===== src/rtl/mrna_iso_pkg.sv =====
// Shared definitions for the mRNA isolation valve sequencer: valve indices,
// the FSM state type, the peristaltic pump pattern and per-step open-valve masks.
package mrna_iso_pkg;

    localparam int NUM_VLV       = 13;

    localparam int VLV_COLLECT   = 0;
    localparam int VLV_LYSIS_IN  = 1;
    localparam int VLV_LYSIS_OUT = 2;
    localparam int VLV_PUSH      = 3;
    localparam int VLV_PUMP1     = 4;
    localparam int VLV_PUMP2     = 5;
    localparam int VLV_PUMP3     = 6;
    localparam int VLV_SEP       = 7;
    localparam int VLV_SIEVE     = 8;
    localparam int VLV_WASTE     = 9;
    localparam int VLV_BEADS     = 10;
    localparam int VLV_CELLS_IN  = 11;
    localparam int VLV_CELLS_OUT = 12;

    typedef enum logic [2:0] {
        ST_IDLE  = 3'd0,
        ST_LOAD  = 3'd1,
        ST_MIX   = 3'd2,
        ST_SEP   = 3'd3,
        ST_COL   = 3'd4,
        ST_FLUSH = 3'd5,
        ST_DONE  = 3'd6
    } state_t;

    // Pump control values {pump1,pump2,pump3} per phase; 0 = open.
    localparam logic [2:0] PUMP_PAT [6] = '{3'b011, 3'b001, 3'b101, 3'b100, 3'b110, 3'b010};

    // One-hot helper for building open-valve masks.
    function automatic logic [NUM_VLV-1:0] vlv_bit(input int v);
        logic [NUM_VLV-1:0] m;
        m    = '0;
        m[v] = 1'b1;
        return m;
    endfunction

    // Open-valve masks (1 = open); pumps during MIX come from the pump pattern.
    localparam logic [NUM_VLV-1:0] OPEN_LOAD  = vlv_bit(VLV_CELLS_IN) | vlv_bit(VLV_CELLS_OUT) | vlv_bit(VLV_BEADS);
    localparam logic [NUM_VLV-1:0] OPEN_MIX   = vlv_bit(VLV_LYSIS_IN) | vlv_bit(VLV_LYSIS_OUT);
    localparam logic [NUM_VLV-1:0] OPEN_SEP   = vlv_bit(VLV_SEP) | vlv_bit(VLV_SIEVE) | vlv_bit(VLV_WASTE);
    localparam logic [NUM_VLV-1:0] OPEN_COL   = vlv_bit(VLV_PUSH) | vlv_bit(VLV_COLLECT);
    localparam logic [NUM_VLV-1:0] OPEN_FLUSH = '1;

    // Open-valve bits contributed by the pumps for a given phase.
    function automatic logic [NUM_VLV-1:0] pump_open(input logic [2:0] phase);
        logic [2:0]         pat;
        logic [NUM_VLV-1:0] m;
        pat = (phase < 3'd6) ? PUMP_PAT[phase] : 3'b111;
        m   = '0;
        m[VLV_PUMP1] = ~pat[2];
        m[VLV_PUMP2] = ~pat[1];
        m[VLV_PUMP3] = ~pat[0];
        return m;
    endfunction

endpackage


===== src/rtl/mrna_iso_valve_sequencer_step_timer.sv =====
// Step duration down-counter: loading D starts a step lasting max(D,1) cycles;
// expired is high during the last cycle of the step.
module mrna_iso_step_timer #(
    parameter int CNT_W = 16
) (
    input  logic             clk,
    input  logic             rst,
    input  logic             load,
    input  logic [CNT_W-1:0] dur,
    output logic             expired
);

    logic [CNT_W-1:0] cnt_q;
    logic [CNT_W-1:0] cnt_d;

    // Load max(D,1)-1 on step entry, otherwise count down and hold at zero.
    always_comb begin
        cnt_d = cnt_q;
        if (load) begin
            cnt_d = (dur == '0) ? '0 : dur - CNT_W'(1);
        end else if (cnt_q != '0) begin
            cnt_d = cnt_q - CNT_W'(1);
        end
    end

    // Counter register.
    always_ff @(posedge clk or posedge rst) begin
        if (rst) begin
            cnt_q <= '0;
        end else begin
            cnt_q <= cnt_d;
        end
    end

    assign expired = (cnt_q == '0);

endmodule


===== src/rtl/mrna_iso_valve_sequencer.sv =====
// Valve sequencer for an N_CH-channel mRNA isolation bank:
// load -> mix -> separate -> collect -> flush, with per-channel masking.
// Optional flush step selected by macro MRNAISO_SEQ_FLUSH_EN; without it
// COL goes straight to DONE, abort returns to IDLE and flush_o is held at 0.
module mrna_iso_valve_sequencer
    import mrna_iso_pkg::*;
#(
    parameter int N_CH      = 4,
    parameter int CNT_W     = 16,
    parameter int PUMP_DIV  = 4,
    parameter int FLUSH_CYC = 8
) (
    input  logic                    clk,
    input  logic                    rst,
    input  logic                    start,
    input  logic                    abort,
    input  logic [N_CH-1:0]         ch_mask,
    input  logic [CNT_W-1:0]        t_load,
    input  logic [CNT_W-1:0]        t_mix,
    input  logic [CNT_W-1:0]        t_sep,
    input  logic [CNT_W-1:0]        t_col,
    output logic                    busy,
    output logic                    done,
    output logic                    aborted,
    output logic [N_CH*NUM_VLV-1:0] ctrl_o,
    output logic [N_CH*NUM_VLV-1:0] flush_o
);

    localparam int              DIV_W    = (PUMP_DIV > 1) ? $clog2(PUMP_DIV) : 1;
    localparam logic [DIV_W-1:0] DIV_LAST = DIV_W'(PUMP_DIV - 1);

    state_t                  state_q, state_d;
    logic [N_CH-1:0]         mask_q, mask_d;
    logic [CNT_W-1:0]        tmix_q, tmix_d;
    logic [CNT_W-1:0]        tsep_q, tsep_d;
    logic [CNT_W-1:0]        tcol_q, tcol_d;
    logic                    abort_run_q, abort_run_d;
    logic [2:0]              phase_q, phase_d;
    logic [DIV_W-1:0]        div_q, div_d;
    logic                    busy_q, busy_d;
    logic                    done_q, done_d;
    logic                    aborted_q, aborted_d;
    logic [N_CH*NUM_VLV-1:0] ctrl_q, ctrl_d;
    logic [N_CH*NUM_VLV-1:0] flush_d;
    logic [NUM_VLV-1:0]      step_open;
    logic                    timer_load;
    logic [CNT_W-1:0]        timer_dur;
    logic                    timer_expired;

    mrna_iso_step_timer #(.CNT_W(CNT_W)) u_timer (
        .clk     (clk),
        .rst     (rst),
        .load    (timer_load),
        .dur     (timer_dur),
        .expired (timer_expired)
    );

    // Next-state logic: start handshake, timed step advance, abort priority.
    always_comb begin
        state_d     = state_q;
        mask_d      = mask_q;
        tmix_d      = tmix_q;
        tsep_d      = tsep_q;
        tcol_d      = tcol_q;
        abort_run_d = abort_run_q;
        aborted_d   = 1'b0;
        case (state_q)
            ST_IDLE: begin
                if (start && (ch_mask != '0)) begin
                    state_d     = ST_LOAD;
                    mask_d      = ch_mask;
                    tmix_d      = t_mix;
                    tsep_d      = t_sep;
                    tcol_d      = t_col;
                    abort_run_d = 1'b0;
                end
            end
            ST_LOAD, ST_MIX, ST_SEP, ST_COL: begin
                if (abort) begin
                    aborted_d = 1'b1;
`ifdef MRNAISO_SEQ_FLUSH_EN
                    state_d     = ST_FLUSH;
                    abort_run_d = 1'b1;
`else
                    state_d     = ST_IDLE;
`endif
                end else if (timer_expired) begin
                    case (state_q)
                        ST_LOAD: state_d = ST_MIX;
                        ST_MIX:  state_d = ST_SEP;
                        ST_SEP:  state_d = ST_COL;
`ifdef MRNAISO_SEQ_FLUSH_EN
                        default: state_d = ST_FLUSH;
`else
                        default: state_d = ST_DONE;
`endif
                    endcase
                end
            end
            ST_FLUSH: begin
                // An aborted run ends quietly after the flush.
                if (timer_expired) begin
                    state_d = abort_run_q ? ST_IDLE : ST_DONE;
                end
            end
            ST_DONE: state_d = ST_IDLE;
            default: state_d = ST_IDLE;
        endcase
    end

    // Step timer reload on entry to any timed step.
    always_comb begin
        timer_load = (state_d != state_q) && (state_d != ST_IDLE) && (state_d != ST_DONE);
        case (state_d)
            ST_LOAD:  timer_dur = t_load;   // only entered from IDLE, so the live input is the latched value
            ST_MIX:   timer_dur = tmix_d;
            ST_SEP:   timer_dur = tsep_d;
            ST_COL:   timer_dur = tcol_d;
            ST_FLUSH: timer_dur = CNT_W'(FLUSH_CYC);
            default:  timer_dur = '0;
        endcase
    end

    // Pump phase sequencing: restarts on MIX entry, advances every PUMP_DIV cycles.
    always_comb begin
        phase_d = phase_q;
        div_d   = div_q;
        if (state_d == ST_MIX) begin
            if (state_q != ST_MIX) begin
                phase_d = 3'd0;
                div_d   = '0;
            end else if (div_q == DIV_LAST) begin
                div_d   = '0;
                phase_d = (phase_q == 3'd5) ? 3'd0 : phase_q + 3'd1;
            end else begin
                div_d   = div_q + DIV_W'(1);
            end
        end
    end

    // Output decode from the next state so outputs line up with each step.
    always_comb begin
        case (state_d)
            ST_LOAD:  step_open = OPEN_LOAD;
            ST_MIX:   step_open = OPEN_MIX | pump_open(phase_d);
            ST_SEP:   step_open = OPEN_SEP;
            ST_COL:   step_open = OPEN_COL;
            ST_FLUSH: step_open = OPEN_FLUSH;
            default:  step_open = '0;
        endcase
        busy_d = (state_d != ST_IDLE);
        done_d = (state_d == ST_DONE);
    end

    // Unmasked channels keep every valve closed and never flush.
    for (genvar gi = 0; gi < N_CH; gi++) begin : g_ch
        assign ctrl_d[gi*NUM_VLV +: NUM_VLV]  = mask_d[gi] ? ~step_open : '1;
        assign flush_d[gi*NUM_VLV +: NUM_VLV] = (mask_d[gi] && (state_d == ST_FLUSH)) ? '1 : '0;
    end

    // FSM state, latched run parameters and registered outputs.
    always_ff @(posedge clk or posedge rst) begin
        if (rst) begin
            state_q     <= ST_IDLE;
            mask_q      <= '0;
            tmix_q      <= '0;
            tsep_q      <= '0;
            tcol_q      <= '0;
            abort_run_q <= 1'b0;
            phase_q     <= 3'd0;
            div_q       <= '0;
            busy_q      <= 1'b0;
            done_q      <= 1'b0;
            aborted_q   <= 1'b0;
            ctrl_q      <= '1;
        end else begin
            state_q     <= state_d;
            mask_q      <= mask_d;
            tmix_q      <= tmix_d;
            tsep_q      <= tsep_d;
            tcol_q      <= tcol_d;
            abort_run_q <= abort_run_d;
            phase_q     <= phase_d;
            div_q       <= div_d;
            busy_q      <= busy_d;
            done_q      <= done_d;
            aborted_q   <= aborted_d;
            ctrl_q      <= ctrl_d;
        end
    end

`ifdef MRNAISO_SEQ_FLUSH_EN
    logic [N_CH*NUM_VLV-1:0] flush_q;

    // Flush-line enable register.
    always_ff @(posedge clk or posedge rst) begin
        if (rst) begin
            flush_q <= '0;
        end else begin
            flush_q <= flush_d;
        end
    end

    assign flush_o = flush_q;
`else
    logic unused_flush;
    assign unused_flush = ^flush_d;
    assign flush_o      = '0;
`endif

    assign busy    = busy_q;
    assign done    = done_q;
    assign aborted = aborted_q;
    assign ctrl_o  = ctrl_q;

endmodule


===== config.mk =====
export PLATFORM = sky130hd
export DESIGN_NAME = mrna_iso_valve_sequencer
export DESIGN_NICKNAME = d
export VERILOG_FILES = /design/src/rtl/mrna_iso_pkg.sv /design/src/rtl/mrna_iso_valve_sequencer_step_timer.sv /design/src/rtl/mrna_iso_valve_sequencer.sv
export SDC_FILE = /design/constraint.sdc
export NUM_CORES = 1
export LEC_CHECK = 0
export CAP_MARGIN = 20
export CORE_ASPECT_RATIO = 1.2
export CORE_MARGIN = 1.5
export CORE_UTILIZATION = 60
export DETAILED_ROUTE_END_ITERATION = 10
export DONT_BUFFER_PORTS = 1
export GPL_ROUTABILITY_DRIVEN = 1
export PLACE_DENSITY = 0.81
export SLEW_MARGIN = 20
export SYNTH_ARGS = -nofsm -noshare
export SYNTH_HDL_FRONTEND = slang
export SYNTH_HIERARCHICAL = 1
export SYNTH_SLANG_ARGS = --single-unit

===== constraint.sdc =====
create_clock -name clk -period 7.9 [get_ports clk]
set_input_delay 1.58 -clock clk [delete_from_list [all_inputs] [get_ports clk]]
set_output_delay 1.58 -clock clk [all_outputs]
set_load 0.03 [all_outputs]

======== Word-level counts from Yosys, hierarchy flattened ========
Memory sizes are Yosys's and may differ from the RTL's.
Index checks and enable logic that the tools add are counted.
operators by class
  add/subtract/negate cells ............... 4
  magnitude comparators ................... 2
  equality and inequality tests ........... 16
  muxes and demuxes ....................... 34
  bitwise gates (word level) .............. 5
  reduce and logical (&&, ||, !) cells .... 11
operators by type and width
  kind                                                      number
  two-way mux 16 bit                                        9
  case mux 16 bit (5 select lines)                          1
  case mux 13 bit (5 select lines)                          1
  two-way mux 13 bit                                        4
  two-way mux 3 bit                                         11
  logical NOT 16 bit                                        2
  subtractor 16 x 1 -> 16 bit, second input constant        2
  == test 3 bit, second input constant                      6
  case mux 3 bit (3 select lines)                           2
  nonzero test 16 bit                                       1
  NOT 13 bit                                                1
  == test 3 x 2 -> 1 bit, second input constant             4
  two-way mux 4 bit                                         2
  == test 3 x 1 -> 1 bit, second input constant             2
  greater-or-equal comparator 4 bit, second input constant  1
  two-way mux 2 bit                                         2
  NOT 3 -> 4 bit                                            1
  nonzero test 4 bit                                        1
  OR reduction 4 bit                                        1
  adder 3 x 1 -> 3 bit, second input constant               1
  logical AND 1 bit                                         3
  logical NOT 3 bit                                         1
  less-than comparator 3 bit, second input constant         1
  != test 3 x 2 -> 1 bit, second input constant             1
  8 further kinds                                           11
word-level totals
  register bits ........................... 131
  ROM bits ................................ 24
  input bits .............................. 72
  output and inout bits ................... 107
  memories kept ........................... 1
memory list
  memory           words  width  rd ports  clocked after Yosys merged registers in  write ports  line                source
  (no name shown)  8      3      1         0                                        0            mrna_iso_pkg.sv:53  pat = (phase < 3'd6) ? PUMP_PAT[phase] : 3'b111;

======== Depth between registers and ports, before layout ========
Gate-level depths: netlist (run 1).
  depth after elaboration ................. 16
  gate-level depth with buffers ........... 18
  depth with buffers taken out ............ 15

======== By module ========
The synthesis (run 1) kept the hierarchy.
modules (own cells, without submodules)
  module                    instances  cells each  area an instance (um^2)  seq. area each (um^2)
  mrna_iso_valve_sequencer  1          387         4614.4                   2312.2
  mrna_iso_step_timer       1          138         1249.9                   400.4

======== Worst setup path before layout (run 1) ========
Ideal clock, no wire load.
  path type ............................... input to register
  start ................................... input ch_mask[3]
  end ..................................... register u_timer.cnt_q[0]
  setup time .............................. 0.138 ns
  arrival time ............................ 4.666 ns
  required time ........................... 7.762 ns
  path slack .............................. 3.096 ns
  cell stages on the path ................. 13
  buffers on the path ..................... 2
  cell sequence ........................... or4_4 nand2_4 buf_6 mux2_4 a221o_1 inv_1 ha_1 or2b_1 or3_4 or4_4 nand2_4 buf_12 o22ai_1
on the way
  elaborated cells between the ends (all ways) .. 26
  classes of those cells .................. add/sub (1); eq/ne (7); mux (11); reduce/logical (7)
RTL lines
  what                                                                      line                                       source
  start, declared                                                           mrna_iso_valve_sequencer.sv:17             input logic [N_CH-1:0] ch_mask,
  nonzero test 4 bit (*)                                                    mrna_iso_valve_sequencer.sv:69             if (start && (ch_mask != '0)) begin
  logical AND 1 bit (*)                                                     mrna_iso_valve_sequencer.sv:69
  two-way mux 16 bit (*)                                                    mrna_iso_valve_sequencer.sv:69
  two-way mux 16 bit (*)                                                    mrna_iso_valve_sequencer.sv:67             case (state_q)
  named net tsep_d[0]                                                       mrna_iso_valve_sequencer.sv:35             logic [CNT_W-1:0] tsep_q, tsep_d;
  case mux 16 bit (5 select lines) (*)                                      mrna_iso_valve_sequencer.sv:114            case (state_d)
  named net timer_dur[0]                                                    mrna_iso_valve_sequencer.sv:47             logic [CNT_W-1:0] timer_dur;
  subtractor 16 x 1 -> 16 bit / logical NOT 16 bit (equally long branches)  mrna_iso_valve_sequencer_step_timer.sv:20  cnt_d = (dur == '0) ? '0 : dur - CNT_W'(1);
  two-way mux 16 bit (*)                                                    mrna_iso_valve_sequencer_step_timer.sv:20
  two-way mux 16 bit (*)                                                    mrna_iso_valve_sequencer_step_timer.sv:19  if (load) begin
  end signal, assigned                                                      mrna_iso_valve_sequencer_step_timer.sv:31  cnt_q <= cnt_d;
  end, declared                                                             mrna_iso_valve_sequencer_step_timer.sv:13  logic [CNT_W-1:0] cnt_q;
Mark *: on every way through the listed nets, which the timed path passes. The rest lies on a longest branch.
A chain may end at the register's enable or synchronous reset.

======== Final worst setup path (run 1) ========
  start ................................... register u_timer.cnt_q[0]
  end ..................................... register u_timer.cnt_q[4]
on the way
  longest elaborated chain between the ends .. 9
  elaborated cells between the ends (all ways) .. 24
  classes of those cells .................. add/sub (2); eq/ne (7); mux (8); reduce/logical (7)
RTL lines
  what                                                                      line                                       source
  logical NOT 16 bit (*)                                                    mrna_iso_valve_sequencer_step_timer.sv:35  assign expired = (cnt_q == '0);
  named net timer_expired                                                   mrna_iso_valve_sequencer.sv:48             logic timer_expired;
  two-way mux 3 bit                                                         mrna_iso_valve_sequencer.sv:87             end else if (timer_expired) begin
  two-way mux 3 bit                                                         mrna_iso_valve_sequencer.sv:79             if (abort) begin
  case mux 3 bit (3 select lines) (*)                                       mrna_iso_valve_sequencer.sv:67
  == test 3 bit, or another cell as far along                               mrna_iso_valve_sequencer.sv:114
  case mux 16 bit (5 select lines) (*)                                      mrna_iso_valve_sequencer.sv:114
  named net timer_dur[0]                                                    mrna_iso_valve_sequencer.sv:47
  subtractor 16 x 1 -> 16 bit / logical NOT 16 bit (equally long branches)  mrna_iso_valve_sequencer_step_timer.sv:20
  two-way mux 16 bit (*)                                                    mrna_iso_valve_sequencer_step_timer.sv:20
  two-way mux 16 bit (*)                                                    mrna_iso_valve_sequencer_step_timer.sv:19
Mark *: on every way through the listed nets, which the timed path passes. The rest lies on a longest branch. The select of a mux whose other input is x is not followed.

==> flow_summary.ini, run 1 <==
[min_path]
hold_path_depth = 1
hp-class = reg -> reg
min_from = tsep_q[7]$_DFF_PP0_
min_to = tsep_q[7]$_DFF_PP0_

[logic_synthesis]
async_flop_share = 1.00
synth-edff-count = 0
postSynthCellCount = 525
ys_types = 70
synth.avg_cell_area_um2 = 11.2
syn-cell-area_um2 = 5860
ys_ff_latch = 107
ys_seq_area_frac = 0.463
synth_top_flop_cell = dfrtp_1
yosysMostFrequentCell = buf_4
yosysTopAreaCellShare = 0.337
yosysTopAreaCell = dfrtp_1
synth_common_cells = buf_4, dfrtp_1, mux2_2
yosysWarningCount = 6
synth_area_leaders = dfrtp_1, dfstp_2, buf_4, mux2_2, nand2_1

[timing]
maxSlewHeadroom = 0.410
rsz0062_at_grt = no
slew_violations = 0
tightest_slew_ps = 878
min_period_ps = 5390
finalCritPeriodShare = 0.683
setup_viol = 0
finClkSkew_ps = 10.1
setup_slack_ps = 2510
hold_violations = 0
fmax_mhz = 185
setup_tns_ps = 0

[power_and_ir_drop]
vdd_ir_drop_max_mv = 0.167
powerDensity_nw_per_um2 = 278
power_leakage_nw = 2.45

[setup_path]
rr_endpoint = u_timer/cnt_q[4]$_DFFE_PP0P_
rr_worst_depth = 15
worst-setup-path-type = reg -> reg
crit_path_cell_trace = inv_1 > ha_1 > or4b_1 > nor4_4 > nor2_1 > a32o_1 > and2_1 > a221o_1 > inv_1 > ha_1 > or2b_1 > or3_4 > or4_4 > nand2_4 > o22ai_1
reg2reg_from = u_timer/cnt_q[0]$_DFFE_PP0P_
cp-end-kind = register
cp_slowest_cell = nor4_4
worstSetupStartpointType = register
cp_num_buf_inv = 2
crit_family = simple AND/OR/NAND/NOR gates
crit_fanout = 17
r2r_setup_slack_ps = 2510
worstPathArrival_ps = 5590
crit_path_max_incr_delay_ps = 780
cp.required_ps = 8100

[routing]
drt_pass1_iterations = 5
wl_per_cell_um = 18.6
via_per_inst = 5.98
vias = 3705
drc = 0
drt_iter0_drc = 222
antenna_left = 0
drt-total-wl_um = 11500

[final_layout]
fillers = 734
syn_to_final_growth_pct = -0.747
nNetsFinal = 568
drive_gt1_frac = 0.233
diodes = 0

[global_route]
grt_pass1_vias = 3636
grt_max_degree = 89
grt_usage = 0.229
grt_overflow_total = 0
antenna_found_initial = 0
grt_pass1_wl_um = 18300

[clock_tree]
root_buffer = clkbuf_16
cts.clk_slew.worst_paths_ps = 70
htreeDepth = 3
clk_latency_ps = 350
cts_buffer_depth = 2
post_cts_resized = 0
cts_setup_buffers = 0
holdBufCountCts = 0
tritoncts = built
cts.sinks = 107
numCtsBuffers = 9

[die]
fp-row-count = 39
core_area_um2 = 9520
start_util = 0.616
ioPinCount = 179
die_y_um = 111
dieArea_um2 = 10400
die_w_um = 93.3

[placement]
place_ws_ps = 2490
place_hpwl_um = 8570
gp_congestion = 0.786
portBuffers = 0

[run_status]
status = finished, final reports clean

[run]
cap_violations = 0
[worst max-delay path by stage]
stage	startpoint	end	slack [ps]	depth (start not counted)
finish	u_timer/cnt_q[0]$_DFFE_PP0P_	u_timer/cnt_q[4]$_DFFE_PP0P_	2510	15
global route	u_timer/cnt_q[0]$_DFFE_PP0P_	u_timer/cnt_q[4]$_DFFE_PP0P_	2300	15
CTS	u_timer/cnt_q[0]$_DFFE_PP0P_	u_timer/cnt_q[4]$_DFFE_PP0P_	2550	15
detailed placement	ch_mask[3]	u_timer/cnt_q[4]$_DFFE_PP0P_	2490	9
global placement	ch_mask[3]	u_timer/cnt_q[4]$_DFFE_PP0P_	2560	9
floorplan	ch_mask[3]	u_timer/cnt_q[0]$_DFFE_PP0P_	3100	13
[cell families after synthesis]
logic type / count (synthesis) / synth area share
AO/OA/AOI/OAI: 94 / 0.125
AND/OR/NAND/NOR: 129 / 0.127
multiplexers: 56 / 0.112
buffers and inverters: 110 / 0.128
flip-flops: 107 / 0.463
other: 1 / 0.000639
XOR/XNOR: 23 / 0.0344
adder cells (fa/ha/maj): 5 / 0.0102
[registers in the layout, indices dropped and copies added, names as in the netlist]
register       count
busy               1
mask_q             4
aborted            1
state_q            3
tsep_q            16
ctrl_o            28
div_q              2
u_timer/cnt_q     16
done               1
phase_q            3
tcol_q            16
tmix_q            16
[layout make-up]
class	instances	area (µm²)	share of cell area
sequential	107	2710	0.466
multi-input combinational	359	2590	0.445
clock buffer	11	254	0.0436
tap	123	154	0.0264
inverter	13	50.0	0.00860
clock inverter	5	41.3	0.00709
timing repair buffer	2	18.8	0.00322
[through the flow]
| stage | cell area (µm²) | utilization | power [mW] | hold slack [ps] | std cells |
|---|---|---|---|---|---|
| 2_1_floorplan | 6060 | - | 1.14 | 450 | 576 |
| 3_3_place_gp | 5520 | 0.580 | 1.16 | 467 | 604 |
| 3_5_place_dp | 5520 | 0.580 | 1.18 | 480 | 604 |
| 4_1_cts | 5820 | 0.611 | 1.63 | 498 | 620 |
| 5_1_grt | 5820 | 0.612 | 1.70 | 510 | 620 |
| 6_report | 5820 | 0.612 | 1.62 | 499 | 620 |
[routing by layer]
layer  GRT usage  part of all wire  up-vias
li1            -                 -     1675
met1       0.289              0.41     1841
met2       0.380              0.51      174
met3      0.0549             0.062       15
met4      0.0869             0.017        0
met5           0                 0        -
[cells in the final DEF (no fill, tap or decap), types with 8 or more instances in the layout]
cell type / Yosys / layout
xnor2_1: 15 / 15
mux2_2: 43 / 43
conb_1: 1 / 52
inv_1: 13 / 12
nor3_1: 10 / 10
o21ai_0: 14 / 14
dfrtp_1: 79 / 79
nand2_1: 42 / 42
dfstp_2: 28 / 28
mux2_4: 8 / 8
xor2_1: 8 / 8
clkbuf_16: 0 / 10
a22o_1: 16 / 16
a221o_1: 14 / 14
o22ai_1: 11 / 11
nor2_1: 19 / 19
[report_power, final]
| part | switching [mW] | internal [mW] | leakage, nW | total (mW) |
|---|---|---|---|---|
| sequential | 0.106 | 0.663 | 1.24 | 0.770 |
| combinational | 0.227 | 0.181 | 1.06 | 0.408 |
| clock | 0.204 | 0.238 | 0.147 | 0.441 |
| total | 0.537 | 1.08 | 2.45 | 1.62 |
(Power assumes the default switching activity.)
==> inputs of run 2 (changes only) <==
==> constraint.sdc (replaced) <==
create_clock -name clk -period 5.65 [get_ports clk]
set_input_delay 1.13 -clock clk [delete_from_list [all_inputs] [get_ports clk]]
set_output_delay 1.13 -clock clk [all_outputs]
set_load 0.03 [all_outputs]
==> flow_summary.ini, run 2 (synthesis gave the netlist of run 1 again) <==
[clock_tree]
cts_setup_buffers = 0
holdBufCountCts = 0
cts_buffer_depth = 2
cts.clk_slew.worst_paths_ps = 70
root_buffer = clkbuf_16
numCtsBuffers = 9
cts.sinks = 107
tritoncts = built
clk_latency_ps = 350
htreeDepth = 3
post_cts_resized = 0

[min_path]
hp-class = reg -> reg

[placement]
gp_congestion = 0.862
place_hpwl_um = 8750
portBuffers = 0

[setup_path]
cp-end-kind = register
worstSetupStartpointType = register
worstPathArrival_ps = 5030
crit_fanout = 17
cp.required_ps = 5860
worst-setup-path-type = reg -> reg

[final_layout]
nNetsFinal = 572
syn_to_final_growth_pct = -0.299
drive_gt1_frac = 0.242
largest_reg_flops = 28
layout_commonest_cell = dfrtp_1
diodes = 0
final_util = 0.614
layout_common_cells = dfrtp_1, conb_1, mux2_2, nand2_1, dfstp_2

[global_route]
grt_pass1_vias = 3717
antenna_found_initial = 0
grt_pass1_wl_um = 19200
grt_usage = 0.238
grt_max_degree = 80
grt_overflow_total = 0

[die]
ioPinCount = 179
die_w_um = 93.3
fp-row-count = 39
core_area_um2 = 9520
start_util = 0.616
die_y_um = 111
dieArea_um2 = 10400

[run_status]
status = finished, final reports clean

[timing]
rsz0062_at_grt = no
finClkSkew_ps = 6.80
setup_viol = 0
tightest_slew_ps = 788
setup_tns_ps = 0
finalCritPeriodShare = 0.854
slew_violations = 0
maxSlewHeadroom = 0.473
hold_violations = 0
min_period_ps = 4830
fmax_mhz = 207

[routing]
drc = 0
drt_iter0_drc = 184
drt-total-wl_um = 11800
via_per_inst = 6.00
vias = 3746
antenna_left = 0
drt_pass1_iterations = 4
wl_per_cell_um = 19.0

[power_and_ir_drop]
power_leakage_nw = 2.47
vdd_ir_drop_max_mv = 0.250
power.total_mw = 2.26
powerDensity_nw_per_um2 = 386

[run]
cap_violations = 0
==> run 2: cell types whose count changed in the layout (fill, tap and decap cells not counted), sizes merged <==
cell,previous run,this run
buf,2,6
clkinv,2,4
clkbuf,11,9
==> run 2: final timing paths <==
kind                                                   start  depth (start not counted)  slack [ps]                             to
worst max register to register  u_timer/cnt_q[0]$_DFFE_PP0P_                         16         820  u_timer/cnt_q[15]$_DFFE_PP0P_
worst min-delay path                    div_q[0]$_DFFE_PP0P_                          1         500           div_q[0]$_DFFE_PP0P_
min in group asynchronous                                rst                          1         560            tsep_q[7]$_DFF_PP0_
worst min register to register          div_q[0]$_DFFE_PP0P_                          1         500           div_q[0]$_DFFE_PP0P_
worst max-delay path            u_timer/cnt_q[0]$_DFFE_PP0P_                         16         820  u_timer/cnt_q[15]$_DFFE_PP0P_
max in group asynchronous                                rst                          3        4140           ctrl_o[22]$_DFF_PP1_
==> run 2: layout make-up <==
cell class	instances	area, µm²
Multi-Input combinational cell	359	2590
Tap cell	123	154
Clock buffer	9	225
Inverter	13	50.0
Clock inverter	7	50.0
Fill cell	754	3670
Sequential cell	107	2710
Timing Repair Buffer	6	65.1
==> run 2: stage by stage <==
| step | cells | worst slack [ps] | hold slack (ps) | area (µm²) |
|---|---|---|---|---|
| after CTS | 623 | 835 | 505 | 5820 |
| after global routing | 624 | 532 | 515 | 5850 |
| after detailed placement | 607 | 879 | 486 | 5540 |
| after floorplan | 576 | 980 | 450 | 6060 |
| final | 624 | 822 | 501 | 5850 |
| after global placement | 607 | 1010 | 466 | 5540 |
==> run 2: where the power goes <==
| part | total (mW) | leakage, nW | internal (mW) | switching, mW |
|---|---|---|---|---|
| Sequential | 1.08 | 1.24 | 0.928 | 0.152 |
| Combinational | 0.581 | 1.08 | 0.258 | 0.323 |
| Clock | 0.595 | 0.144 | 0.303 | 0.292 |
==> run 2: per-layer routing <==
layer	share of wire	global-route usage	vias up
met5	0	0	-
li1	-	-	1689
met4	0.019	0.0758	0
met3	0.062	0.0652	21
met2	0.51	0.396	176
met1	0.41	0.301	1860
==> run 2: critical path: stages (launching register included) <==
cell,delay (ps)
dfrtp_1,390
inv_1,120
ha_1,150
or4b_1,540
nor4_4,230
buf_4,250
nor2_1,100
a32o_1,370
and2_1,370
a221o_1,460
inv_1,70
ha_1,170
or2b_1,290
or3_4,410
or4_4,450
nand2_4,170
o22ai_1,120
